**src/rtl/sync_fifo_flags.sv**
```systemverilog
`default_nettype none
// +--------------------------------------------------------------------------+
// | sync_fifo_flags: single-clock FIFO with occupancy count, almost flags   |
// | and overflow/underflow pulses. Define SYNC_FIFO_FWFT_EN for FWFT reads. |
// | Rev 1.0                                                                  |
// +--------------------------------------------------------------------------+
module sync_fifo_flags #(
  parameter int WIDTH     = 8,
  parameter int DEPTH     = 16,
  parameter int AF_THRESH = DEPTH - 2,
  parameter int AE_THRESH = 2
) (
  input  logic                     clk,
  input  logic                     rst,
  input  logic                     wr_en,
  input  logic [WIDTH-1:0]         din,
  input  logic                     rd_en,
  output logic [WIDTH-1:0]         dout,
  output logic                     valid,
  output logic                     full,
  output logic                     empty,
  output logic                     almost_full,
  output logic                     almost_empty,
  output logic [$clog2(DEPTH):0]   count,
  output logic                     overflow,
  output logic                     underflow
);

  localparam int AW = $clog2(DEPTH);
  localparam int CW = AW + 1;

  logic [WIDTH-1:0] r_mem [DEPTH];
  logic [AW-1:0]    r_wr_ptr;
  logic [AW-1:0]    r_rd_ptr;
  logic             w_wr_ok;
  logic             w_rd_ok;
  logic [CW-1:0]    w_count_nxt;

  assign w_wr_ok = wr_en && !full;
  assign w_rd_ok = rd_en && !empty;

  always_comb begin
    w_count_nxt = count;
    case ({w_wr_ok, w_rd_ok})
      2'b10:   w_count_nxt = count + 1'b1;
      2'b01:   w_count_nxt = count - 1'b1;
      default: w_count_nxt = count;
    endcase
  end

  // Flags come from the next count so they line up with the count register.
  always_ff @(posedge clk or posedge rst) begin
    if (rst) begin
      r_wr_ptr     <= '0;
      r_rd_ptr     <= '0;
      count        <= '0;
      full         <= 1'b0;
      empty        <= 1'b1;
      almost_full  <= 1'b0;
      almost_empty <= 1'b1;
      overflow     <= 1'b0;
      underflow    <= 1'b0;
    end else begin
      if (w_wr_ok) r_wr_ptr <= r_wr_ptr + 1'b1;
      if (w_rd_ok) r_rd_ptr <= r_rd_ptr + 1'b1;
      count        <= w_count_nxt;
      full         <= (w_count_nxt == CW'(DEPTH));
      empty        <= (w_count_nxt == '0);
      almost_full  <= (w_count_nxt >= CW'(AF_THRESH));
      almost_empty <= (w_count_nxt <= CW'(AE_THRESH));
      overflow     <= wr_en && full;
      underflow    <= rd_en && empty;
    end
  end

  always_ff @(posedge clk) begin
    if (w_wr_ok) r_mem[r_wr_ptr] <= din;
  end

`ifdef SYNC_FIFO_FWFT_EN
  assign dout  = r_mem[r_rd_ptr];
  assign valid = !empty;
`else
  always_ff @(posedge clk or posedge rst) begin
    if (rst) begin
      dout  <= '0;
      valid <= 1'b0;
    end else begin
      if (w_rd_ok) dout <= r_mem[r_rd_ptr];
      valid <= w_rd_ok;
    end
  end
`endif

endmodule
`default_nettype wire

```
**config.mk**
```make
export PLATFORM = sky130hd
export DESIGN_NAME = sync_fifo_flags
export DESIGN_NICKNAME = d
export VERILOG_FILES = /design/src/rtl/sync_fifo_flags.sv
export SDC_FILE = /design/constraint.sdc
export NUM_CORES = 1
export LEC_CHECK = 0
export ABC_AREA = 1
export CELL_PAD_IN_SITES_DETAIL_PLACEMENT = 0
export CELL_PAD_IN_SITES_GLOBAL_PLACEMENT = 1
export CORE_MARGIN = 4
export CORE_UTILIZATION = 52
export DETAILED_ROUTE_END_ITERATION = 10
export GPL_TIMING_DRIVEN = 0
export PLACE_DENSITY_LB_ADDON = 0.1
export SLEW_MARGIN = 5
export SYNTH_ARGS = -nofsm -noshare
export SYNTH_HDL_FRONTEND = slang
export SYNTH_SLANG_ARGS = --single-unit
```
**constraint.sdc**
```tcl
create_clock -name clk -period 4.1 [get_ports clk]
set_input_delay 0.41 -clock clk [delete_from_list [all_inputs] [get_ports clk]]
set_output_delay 0.41 -clock clk [all_outputs]
set_load 0.005 [all_outputs]
```
## After elaboration in Yosys (flattened, before gate mapping)

Memory sizes are Yosys's and may differ from the RTL's. A register that Yosys moved wholly into a read port is not among the register bits.
Cells that the tools add are included.
Widths: inputs -> output; s select.

- Word-level logic and storage cells: 30
- Input bits: 12
- Flip-flop bits (word level): 20
- Bits in read-only memories: 0
- Latch bits: 0
- RAM bits: 128
- Memories: 1

- Mux-type cells: 3
- Shift operators: 0
- Add/subtract/negate cells: 4
- Multipliers: 0
- Order comparisons: 2
- Bitwise operators: 0
- Div/mod/pow operators: 0
- Reductions and logical operators: 7
- Equality and inequality tests: 3

Memories:

| name | words | bits a word | read ports | clocked after memory_dff | wr ports | RTL line | text |
|---|---|---|---|---|---|---|---|
| r_mem | 16 | 8 | 1 | 1 | 1 | 32 | `logic [WIDTH-1:0] r_mem [DEPTH];` |

Operators with widths:

| kind | number |
|---|---|
| $pmux 5 s2 | 1 |
| $add 4x1->4 const B | 2 |
| $add 5x1->5 const B | 1 |
| $eq 5x5->1 const B | 1 |
| $ge 5x4->1 const B | 1 |
| $le 5x2->1 const B | 1 |
| $logic_not 5->1 | 1 |
| $sub 5x1->5 const B | 1 |
| $logic_and 1x1->1 | 4 |
| $eq 2x1->1 const B | 1 |
| $eq 2x2->1 const B | 1 |
| $logic_not 1->1 | 2 |
| $mux 1 | 2 |

## Logic depth before layout (Yosys ltp)

- Word-level depth: 5
- Gate-level depth with buffers: 18

## Least setup slack after synthesis

OpenSTA, ideal clock, no wires.

- Kind: input to register
- Start: input rd_en
- End: register full
- Required time: 4.029 ns
- Slack: 1.879 ns
- Path buffers: 2
- Setup time: 0.071 ns
- Arrival: 2.149 ns
- Stages on the path: 15
- Cell sequence: inv_1 > nor2_1 > buf_2 > ha_1 > buf_6 > nand2_1 > inv_1 > nor2_2 > ha_1 > inv_1 > o21a_1 > nand2_1 > nor2_1 > nand3_1 > nor2_1

- Cells in the longest elaborated chain, start to end: 4

Ends and longest elaborated chain:

| item | RTL line | text |
|---|---|---|
| start, declared | 17 | `input logic rd_en,` |
| $logic_and 1x1->1 * | 40 | `assign w_rd_ok = rd_en && !empty;` |
| net w_rd_ok | 36 | `logic w_rd_ok;` |
| $eq 2x1->1 or $eq 2x2->1 (tied branches) | 44 | `case ({w_wr_ok, w_rd_ok})` |
| $pmux 5 s2 * | 44 |  |
| $eq 5x5->1 * | 67 | `full <= (w_count_nxt == CW'(DEPTH));` |
| end signal, assigned | 67 |  |
| end, declared | 20 | `output logic full,` |

The timed path passes the listed nets; every way through them passes the cells marked *.
A chain may end at the register's enable or synchronous reset.

## Final worst setup path

Ends and elaborated chain as after synthesis.

==> impl_metrics.py <==
metrics = {
    "clock_tree": {
        "ctsHoldBuffers": 0,
        "path_clk_slew_ps": 60,
        "cts_buffers": 17,
        "cts.root.buffer_cell": "clkbuf_16",
        "cts_sinks": 156,
        "h-tree-depth": 4,
        "cts_tree": "done",
        "ctsResizeCount": 0,
        "insertion_delay_ps": 420,
        "cts_buffer_depth": 2,
        "post-cts-setup-buffers": 0,
    },
    "timing": {
        "slew_violations": 0,
        "fmax_ghz": 0.3520,
        "setup_viol": 0,
        "skew_ps": 3.416,
        "finalCritPeriodShare": 0.6930,
        "hold_violations": 0,
        "finalWorstSetupSlack_ps": 1259,
        "rsz0062_at_grt": "no",
        "max_slew.worst_pin.slew_ps": 1123,
        "period_needed_ps": 2841,
        "fin_tns_setup_ps": 0,
        "slew-limit-headroom": 0.2505,
    },
    "layout": {
        "drive_gt1_frac": 0.09077,
        "final_cell_mix": "177 x nand2_1, 128 x edfxtp_1, 68 x nand3_1",
        "post_layout_nonfiller_instances": 807,
        "fill_cells": 973,
        "fin_nets": 648,
        "final_common_cell": "nand2_1",
        "n_antenna_cell": 0,
        "area_growth_pct": 17.24,
        "fin_area_um2": 7674,
        "fin_util": 0.6310,
    },
    "die": {
        "io_pins": 32,
        "core_area_um2": 12160,
        "die_area_um2": 14450,
        "initial_core_util": 0.5382,
        "rows": 40,
        "die_h_um": 120.2,
        "fp.dieW_um": 120.2,
    },
    "detailed_routing": {
        "via_per_inst": 5.314,
        "drt-pass1-iter-count": 5,
        "drc": 0,
        "dr.first_iter.drc_count": 424,
        "dr_total_vias": 4288,
        "final_antenna_net_count": 0,
        "avgRoutedWirePerCell_um": 18.26,
        "totalWireLength_um": 14730,
    },
    "placement": {
        "dp_cells": 777,
        "pre_cts_slack_ps": 817.2,
        "io_buffer_count": 31,
        "hpwl_um": 10140,
        "dpl-instance-area_um2": 7066,
        "gp_congestion": 0.8183,
    },
    "critical_path": {
        "path_class": "input port to flop",
        "r2r-start": "empty$_DFF_PP1_",
        "crit_slowest_cell": "clkdlybuf4s50_1",
        "max_stage_delay_ps": 480,
        "cp_top_family": "buffers and inverters",
        "crit_fanout": 12,
        "crit_start": "rd_en",
        "path_buf_inv": 6,
        "required_ps": 4440,
        "arrival_ps": 3180,
        "endpoint_kind": "flop",
        "crit_path_start_kind": "input port",
        "cp_cell_sequence": "clkdlybuf4s50_1 > inv_1 > nor2_1 > buf_2 > ha_1 > buf_6 > nand2_1 > inv_1 > nor2_2 > ha_1 > inv_1 > o21a_1 > nand2_1 > nor2_1 > nand3_1 > nor2_1",
    },
    "power": {
        "ir_drop_mv": 0.3380,
        "p_leak_nw": 3.015,
        "power_density_nw_per_um2": 755.6,
    },
    "logic_synthesis": {
        "synth_area_leaders": "edfxtp_1 59%, nand2_1 10%, dfrtp_1 9.9%",
        "synth_cell_types": 32,
        "synth_top_area_share": 0.5873,
        "syn_area_per_cell_um2": 11.32,
        "synth_warnings": 0,
        "ys.flop_type": "edfxtp_1",
        "synthCells": 578,
        "synth_area_um2": 6545,
        "synth_edf_count": 128,
        "ys_seq_area_frac": 0.6947,
        "synth_area_leader_cell": "edfxtp_1",
        "ys_ff_latch": 156,
        "syn_nets": 598,
        "async_flop_share": 0.1795,
    },
    "global_route": {
        "grt.total_usage": 0.2174,
        "grt_pass1_vias": 4127,
        "antenna_found_initial": 0,
        "grt_max_degree": 29,
        "grt_overflow_total": 0,
        "grt_pass1_wl_um": 22980,
    },
    "outcome": {
        "status": "completed",
    },
    "flow_run": {
        "maxCapViolCount": 0,
    },
    "worst_hold_path": {
        "hold_class": "flop to flop",
        "min_from": "dout[1]$_DFFE_PP0N_",
    },
}
[routing by layer]
| metal | global-route usage | routed length, µm | vias up |
|---|---|---|---|
| met4 | 0.09377 | 343 | 0 |
| met2 | 0.3351 | 6872 | 127 |
| li1 | - | - | 2071 |
| met3 | 0.04256 | 699 | 25 |
| met1 | 0.3034 | 6816 | 2065 |
| met5 | 0 | 0 | - |
[report_power, final]
| group | internal (mW) | leakage [nW] | switching [mW] | total, mW |
|---|---|---|---|---|
| clock | 1.06 | 0.297 | 0.564 | 1.62 |
| sequential | 1.99 | 1.49 | 0.127 | 2.11 |
| combinational | 0.741 | 1.23 | 1.32 | 2.06 |
| total | 3.79 | 3.02 | 2.01 | 5.80 |
[through the flow]
stage | total power, mW | hold slack (ps)
3_5_place_dp | 4.190 | 465.0
4_1_cts | 5.816 | 480.6
2_1_floorplan | 3.463 | 472.6
3_3_place_gp | 4.154 | 464.7
6_report | 5.798 | 478.4
5_1_grt | 6.142 | 495.1
[synthesized netlist by cell type (2+ instances only)]
library cell and n:
nand3_2 2, xor2_1 7, nand3_1 68, nor2_2 2
o22ai_1 6, a21boi_0 3, nand2_1 177, clkbuf_1 2
ha_1 8, o21ai_1 10, buf_6 9, dfstp_2 2
inv_2 3, nor2_1 47, inv_1 24, buf_2 6
o21ai_0 11, edfxtp_1 128, dfrtp_1 26, a21oi_1 20
buf_4 6
[final timing paths]
kind | end | slack (ps) | cells past startpoint
max in group asynchronous | r_wr_ptr[3]$_DFFE_PP0P_ | 2840 | 2
hold / removal | dout[1]$_DFFE_PP0N_ | 480 | 2
setup reg to reg | full$_DFF_PP0_ | 1380 | 14
hold reg to reg | dout[1]$_DFFE_PP0N_ | 480 | 2
min in group asynchronous | valid$_DFF_PP0_ | 580 | 2
setup / recovery | full$_DFF_PP0_ | 1260 | 16
[flip-flops by register name (all words and copies together), names as in the netlist, 4 cells and up]
name,cells
dout,8
r_mem,128
r_rd_ptr,4
count,5
r_wr_ptr,4
[layout make-up]
type / instances / area (µm²) / share of cell area
Sequential cell: 156 / 4547 / 0.5925
Clock inverter: 11 / 175.2 / 0.02283
Inverter: 29 / 111.4 / 0.01451
Multi-Input combinational cell: 368 / 1694 / 0.2208
Clock buffer: 19 / 432.9 / 0.05642
Timing Repair Buffer: 31 / 310.3 / 0.04044
Tap cell: 168 / 210.2 / 0.02739
Buffer: 25 / 192.7 / 0.02511
[worst reg2reg max path: cells and delay by family, from the launching register on]
family | cells | cell delay, ps
AND/OR/NAND/NOR | 7 | 970
adder cells (fa/ha/maj) | 2 | 490
buffers and inverters | 4 | 660
flip-flops | 1 | 370
AO/OA/AOI/OAI | 1 | 160
[cells by family after synthesis]
group,synth area share
AND/OR/NAND/NOR,0.1900
adder cells (fa/ha/maj),0.01529
flip-flops,0.6947
buffers and inverters,0.04645
XOR/XNOR,0.01071
AO/OA/AOI/OAI,0.04282
(Power assumes the default switching activity.)
